## config.mk

```make
export PLATFORM = sky130hd
export DESIGN_NAME = mem_arbiter
export DESIGN_NICKNAME = d
export VERILOG_FILES = /design/src/rtl/mem_arbiter.sv
export SDC_FILE = /design/constraint.sdc
export NUM_CORES = 1
export LEC_CHECK = 0
export CORE_MARGIN = 3
export CORE_UTILIZATION = 41
export CTS_CLUSTER_DIAMETER = 40
export CTS_CLUSTER_SIZE = 20
export DETAILED_ROUTE_END_ITERATION = 12
export GPL_TIMING_DRIVEN = 0
export PLACE_DENSITY = 0.87
export SLEW_MARGIN = 20
export SYNTH_ARGS = -nofsm -noshare
export SYNTH_HDL_FRONTEND = slang
export SYNTH_SLANG_ARGS = --single-unit
```

## constraint.sdc

```tcl
create_clock -name clk -period 2.4 [get_ports clk]
set_input_delay 0.6 -clock clk [delete_from_list [all_inputs] [get_ports clk]]
set_output_delay 0.6 -clock clk [all_outputs]
set_load 0.02 [all_outputs]
```

## src/rtl/mem_arbiter.sv

```systemverilog
// mem_arbiter: round-robin arbiter sharing one memory port
// between the fetch (inst) and MEM-stage (data) requesters.
module mem_arbiter #(
   parameter int ADDR_W  = 32,
   parameter int DATA_W  = 32,
   parameter int TIMEOUT = 255
) (
   input  logic              clk,
   input  logic              rst,
   input  logic              inst_req,
   input  logic [ADDR_W-1:0] inst_addr,
   output logic [DATA_W-1:0] inst_rdata,
   output logic              inst_ok,
   input  logic              data_req,
   input  logic [ADDR_W-1:0] data_addr,
   input  logic [DATA_W-1:0] data_wdata,
   input  logic [3:0]        data_wen,
   output logic [DATA_W-1:0] data_rdata,
   output logic              data_ok,
   output logic              mem_req,
   output logic [ADDR_W-1:0] mem_addr,
   output logic [DATA_W-1:0] mem_wdata,
   output logic [3:0]        mem_wen,
   input  logic              mem_gnt,
   input  logic              mem_rvalid,
   input  logic [DATA_W-1:0] mem_rdata,
   output logic              bus_err
);

   typedef enum logic [1:0] {
      S_IDLE,
      S_ADDR,
      S_WAIT,
      S_RESP
   } state_t;

   localparam logic [7:0] TO_LAST = 8'(TIMEOUT - 1);

   state_t            state_q, state_d;
   logic              owner_q, owner_d;
   logic              last_q, last_d;
   logic [ADDR_W-1:0] addr_q, addr_d;
   logic [DATA_W-1:0] wdata_q, wdata_d;
   logic [3:0]        wen_q, wen_d;
   logic [7:0]        cnt_q, cnt_d;
   logic              err_q, err_d;
   logic [DATA_W-1:0] irdata_q, irdata_d;
   logic [DATA_W-1:0] drdata_q, drdata_d;
   logic              win;
   logic [DATA_W-1:0] cap;

   // Outputs decode only from registers; no input reaches an output.
   assign mem_req    = (state_q == S_ADDR);
   assign mem_addr   = addr_q;
   assign mem_wdata  = wdata_q;
   assign mem_wen    = wen_q;
   assign inst_ok    = (state_q == S_RESP) & ~owner_q;
   assign data_ok    = (state_q == S_RESP) & owner_q;
   assign bus_err    = (state_q == S_RESP) & err_q;
   assign inst_rdata = irdata_q;
   assign data_rdata = drdata_q;

   // Next-state, grant, payload latch, wait timer and data capture.
   always_comb begin
      state_d  = state_q;
      owner_d  = owner_q;
      last_d   = last_q;
      addr_d   = addr_q;
      wdata_d  = wdata_q;
      wen_d    = wen_q;
      cnt_d    = cnt_q;
      err_d    = err_q;
      irdata_d = irdata_q;
      drdata_d = drdata_q;
      win      = 1'b0;
      cap      = mem_rvalid ? mem_rdata : '0;
      unique case (state_q)
         S_IDLE: begin
            if (inst_req || data_req) begin
               // data wins alone, or on a tie when inst went last
               win     = data_req & (~inst_req | ~last_q);
               owner_d = win;
               addr_d  = win ? data_addr : inst_addr;
               wdata_d = win ? data_wdata : '0;
               wen_d   = win ? data_wen : 4'b0000;
               state_d = S_ADDR;
            end
         end
         S_ADDR: begin
            if (mem_gnt) begin
               state_d = S_WAIT;
               cnt_d   = '0;
               err_d   = 1'b0;
            end
         end
         S_WAIT: begin
            if (mem_rvalid || cnt_q == TO_LAST) begin
               state_d = S_RESP;
               err_d   = ~mem_rvalid;
               if (owner_q) drdata_d = cap;
               else         irdata_d = cap;
            end else begin
               cnt_d = cnt_q + 8'd1;
            end
         end
         S_RESP: begin
            last_d  = owner_q;
            state_d = S_IDLE;
         end
         default: state_d = S_IDLE;
      endcase
   end

   // State and datapath registers, cleared asynchronously.
   always_ff @(posedge clk or negedge rst) begin
      if (!rst) begin
         state_q  <= S_IDLE;
         owner_q  <= 1'b0;
         last_q   <= 1'b0;
         addr_q   <= '0;
         wdata_q  <= '0;
         wen_q    <= '0;
         cnt_q    <= '0;
         err_q    <= 1'b0;
         irdata_q <= '0;
         drdata_q <= '0;
      end else begin
         state_q  <= state_d;
         owner_q  <= owner_d;
         last_q   <= last_d;
         addr_q   <= addr_d;
         wdata_q  <= wdata_d;
         wen_q    <= wen_d;
         cnt_q    <= cnt_d;
         err_q    <= err_d;
         irdata_q <= irdata_d;
         drdata_q <= drdata_d;
      end
   end

endmodule

```

# Yosys cells after proc, flatten, opt, wreduce, memory -nomap -nowiden
# Index checks and enable logic that the tools add are counted.
# op_classes
addsub	1
n_eq_ne	8
muxes	14
bitwise_logic	9
reduce_logical	10
# ops
op	n
two-way mux 32 bit	3
two-way mux 8 bit	2
one-hot mux 8 bit (2 select lines)	1
AND reduction 3 bit	5
adder 8 x 1 -> 8 bit (second input constant)	1
equality test 8 bit (second input constant)	1
one-hot mux 2 bit (4 select lines)	1
two-way mux 2 bit	3
inequality test 2 bit (second input constant)	3
bitwise AND 1 bit	4
equality test 2 bit (second input constant)	2
two-way mux 4 bit	1
NOT 1 bit	4
equality test 2 x 1 -> 1 bit (second input constant)	1
zero test 2 bit	1
logical OR 1 bit	2
two-way mux 1 bit	2
inequality test 2 x 1 -> 1 bit (second input constant)	1
one-hot mux 1 bit (2 select lines)	1
AND reduction 2 bit	1
nonzero test 2 bit	1
OR 1 bit	1
# word_totals
ff_bits	145
in_bits	138
out_inout_bits	136
elab_cells	52

# Longest topological paths before layout
# logic_depth
ltp_word	4
depth_mapped	8
mapped_depth_nobuf	6

# Worst setup path before layout
# Ideal clock, no wire load.
# synth_timing
path_kind	flip-flop to flip-flop
startpoint	register state_q[0]
endpoint	register irdata_q[10], in the netlist inst_rdata[10]
t_arrival_ps	1897
required_ps	2275
setup_slack_ps	379
path_stages_with_launch	8
path_buffers	2
period_less_slack_ps	2021
path_cell_list	dfrtp_1 -> inv_1 -> ha_1 -> clkbuf_1 -> inv_1 -> nor3b_4 -> buf_6 -> mux2_2
# synth_via
elab_chain_len	2
# synth_rtl
item	line	rtl
start, declared	39	state_t state_q, state_d;
start signal, assigned	128	state_q <= state_d;
equality test 2 bit	77	unique case (state_q)
AND reduction 3 bit (no source line)	--	
end signal, assigned	136	irdata_q <= irdata_d;
end, declared	47	logic [DATA_W-1:0] irdata_q, irdata_d;
# No other way between the ends.
# A chain may end at the register's enable or synchronous reset.

# Worst setup path after layout
# layout_timing
startpoint	input port data_req
endpoint	register addr_q[11], in the netlist mem_addr[11]
# layout_via
elab_chain_len	2
elab_cells_between_ends	4
# layout_rtl
item	line	rtl
start, declared	14	input logic data_req,
bitwise AND 1 bit / logical OR 1 bit (equally long branches)	81, 79	
two-way mux 32 bit / AND reduction 2 bit (equally long branches)	--	
end signal, assigned	131	addr_q <= addr_d;
end, declared	42	logic [ADDR_W-1:0] addr_q, addr_d;
# Parallel ways exist; a longest one is shown, timed or not.

==> results by group <==
Yosys
  – Instance count of the mapped netlist: 486
  – Number of flops mapped to enable cells by yosys: 0
  – Top cell type by total area after synthesis: dfrtp_1
  – Share of flip-flops with an asynchronous set or reset after synthesis: 100%
  – Flip-flop and latch count after synthesis: 145
  – Most instantiated cells after synthesis: dfrtp_1 (145), mux2_2 (64), nand2_1 (41), o21ai_0 (38)
  – Average cell area after synthesis: 12.8 sq um
  – Share of synthesized area occupied by flip-flops and latches: 58.5%
  – Area of the mapped netlist: 6200 sq um
  – Synth unique cells: 36
  – Top FF cell, synth: dfrtp_1
  – Nets in the synthesized netlist: 631
  – Yosys top cell area share: 58.5%
  – Leading post-synthesis cells by cell area: dfrtp_1 (59%), mux2_2 (12%), mux2i_1 (5.8%)
  – Leading cell type by number of instances after synthesis: dfrtp_1
  – Number of warnings reported in the yosys synthesis log: 0

Detailed routing
  – Initial detailed-routing violation count: 198
  – Highest metal layer with signal wires: met4
  – Total via count after detailed routing: 5016
  – Antenna Violating Nets Remaining: 0
  – DRC violations left: 0
  – Avg Vias per Cell: 5.13
  – Routed wirelength normalized by instance count: 18.6 um
  – Final Routed Wirelength: 18200 um
  – Met3 WL: 947 um
  – DR WL met2: 9510 um
  – DR pass1 iterations: 4
  – Total routed wire length on the met1 layer: 7350 um

Clock tree
  – Number of sinks on the clock net: 145
  – Root Buffer: clkbuf_16
  – Maximum level of the CTS H-tree: 4
  – Longest Clk Path Bufs: 2
  – Total clock buffers created by CTS: 17
  – TritonCTS clock tree: yes
  – Clock transition at the register clock pins on the worst setup and hold paths after CTS: 0.06 ns
  – Insertion delay of the later-clocked pin in the worst-skew pair: 0.41 ns

Final layout
  – Area occupied by registers: 3630 sq um
  – Final layout net count: 925
  – Fraction of layout instances using a drive strength above 1: 14.4%
  – Layout fillers: 984
  – Growth of design area from synthesis to finish: 58.1%
  – Antenna diodes: 0
  – Multi-input combinational cell area: 2380 sq um

Timing
  – Minimum clock period after layout: 2.23 ns
  – Worst relative slew slack: 61.0%
  – Worst setup skew after layout: 0.0127 ns
  – Maximum clock rate: 448 MHz
  – Post-Route Setup TNS: 0 ns
  – Post-route clock period utilization: 93.1%
  – Setup repair after global routing missed its margin: no
  – Measured slew at the worst slew-check pin: 0.579 ns
  – Final number of hold-violating endpoints: 0
  – Number of pins with negative max-slew slack in the final report: 0
  – Count of final setup violators: 0

Placed design
  – HPWL after detailed placement: 13900 um
  – Number of port buffers: 272
  – Placer congestion estimate: 0.871

Critical path
  – Endpoint type of the worst setup path: register
  – Data required time of the critical path: 2.65 ns
  – Critical path startpoint category: input port
  – Worst Setup Path Type: input port to register
  – Arr. time, crit path: 2.48 ns
  – Maximum fanout along the worst path: 10

Global routing
  – Remaining global-route overflow: 0
  – Via count of the first global-routing pass: 5347
  – Wire length of the first global-routing pass: 27900 um
  – Number of antenna violations at the first check in global routing: 0
  – Overall track demand over capacity in global routing: 21.6%
  – Pin count of the biggest net entering global routing: 75

Floorplan
  – Starting density of the core: 42.3%
  – Overall die area: 16600 sq um
  – Count of pins on the block boundary: 274
  – Vertical extent of the die: 129 um
  – Horizontal die dimension: 129 um
  – FP Rows: 44
  – Core footprint: 14600 sq um

Pwr
  – Switching power summed over all nets: 4.50 mW
  – Power per standard cell area: 1270 nW/um^2
  – Power consumption: 12.5 mW
  – Leak Pwr: 4.33 nW
  – Maximum VDD drop: 694 uV
  – Switching part of the total: 36.1%
  – Relative contribution of sequential cells to total power: 32.8%
  – Internal power component: 7.95 mW
  – Share of total power in the clock network: 21.6%
  – Combinational share of power: 45.6%

Flow run
  – Max capacitance violation total: 0

Hold path
  – HP Class: input port to asynchronous set/reset pin

Status
  – Status: finished clean
-- per-layer routing --
metal,vias to the layer above,track usage (%)
met2,181,37.0
met4,0,7.84
met1,2493,26.6
met5,-,0
li1,2310,-
met3,32,5.31
-- critical path, stage by stage --
cell and delay [ns]:
clkdlybuf4s50_1 0.49, a21boi_0 0.19, clkbuf_1 0.30, buf_2 0.38, mux2i_1 0.37, o21ai_0 0.16
-- path summary, 6_finish.rpt --
kind                                          from                          to  slack, ns  cells after the start
setup / recovery                          data_req    mem_addr[11]$_DFFE_PN0P_       0.17                      6
setup reg to reg              cnt_q[0]$_DFFE_PN0P_  data_rdata[26]$_DFFE_PN0P_       0.18                      8
hold reg to reg            mem_addr[5]$_DFFE_PN0P_     mem_addr[5]$_DFFE_PN0P_       0.48                      2
hold / removal                                 rst    mem_addr[14]$_DFFE_PN0P_       0.14                      1
max in group asynchronous                      rst        cnt_q[0]$_DFFE_PN0P_       1.51                      2
min in group clk           mem_addr[5]$_DFFE_PN0P_     mem_addr[5]$_DFFE_PN0P_       0.48                      2
-- per-stage QoR --
stage	cell area [sq um]	worst slack, ns	cells	utilization (%)	hold slack, ns
CTS	9800	0.101	977	66.9	0.147
detailed placement	9190	-0.306	943	62.7	0.471
global route	9800	0.0160	977	66.9	0.181
finish	9800	0.166	977	66.9	0.140
global placement	9150	-4.66	942	62.5	0.463
floorplan	6200	0.379	486	-	0.304
-- power groups by stage --
| stage | sequential [mW] | clock (mW) | combinational, mW |
|---|---|---|---|
| CTS | 4.08 | 2.74 | 5.74 |
| floorplan | 5.18 | 0 | 1.72 |
| detailed placement | 4.10 | 0 | 5.71 |
| finish | 4.08 | 2.69 | 5.68 |
| global route | 4.19 | 2.85 | 6.03 |
| global placement | 4.05 | 0 | 5.56 |
-- timing repair --
action                                  4_1_cts  5_1_grt
resized for setup                             4        2
endpoints found under the hold margin         0        0
setup buffers                                 2        0
endpoints found under the setup margin       34       32
pin swaps                                     1        0
cloned                                        0        0
hold buffers                                  0        0
-- cells by family (layout without fill, tap and decap cells) --
group | after synthesis | after routing | synth area share [%]
flip-flops | 145 | 145 | 58.5
buffers and inverters | 36 | 343 | 3.01
adder cells (fa/ha/maj) | 7 | 7 | 1.41
multiplexers | 102 | 102 | 17.8
AO/OA/AOI/OAI | 87 | 87 | 9.81
AND/OR/NAND/NOR | 109 | 109 | 9.45
-- cells in the final DEF, fill, tap and decap left out, types with 3 or more instances in the layout --
cell type	netlist	final
nor2_1	8	8
clkdlybuf4s50_1	0	267
o21ai_0	38	38
clkbuf_16	0	17
nand3_1	6	6
a21oi_1	4	4
buf_6	6	6
buf_1	3	3
clkinv_2	0	3
and2_1	35	35
dfrtp_1	145	145
clkinv_4	0	3
dlygate4sd2_1	0	4
bufinv_16	0	3
inv_1	4	4
mux2i_1	36	36
nand2_1	41	41
buf_2	4	4
nor3_1	3	3
a22o_1	36	36
nor2b_1	3	3
o211ai_1	3	3
ha_1	7	7
mux2_2	64	64
clkbuf_1	18	19
-- registers in the layout, summed over array words and instances (netlist names) --
register / flops
cnt_q: 8
data_rdata: 32
err_q: 1
inst_rdata: 32
last_q: 1
mem_addr: 32
mem_wdata: 32
mem_wen: 4
owner_q: 1
state_q: 2
-- layout make-up --
class | instances | area share (%)
Timing Repair Buffer | 275 | 28.2
Inverter | 4 | 0.153
Sequential cell | 145 | 37.0
Buffer | 32 | 1.76
Tap cell | 184 | 2.35
Clock inverter | 12 | 1.60
Multi-Input combinational cell | 305 | 24.3
Clock buffer | 20 | 4.56
No activity file was read; power rests on OpenSTA's default activity.
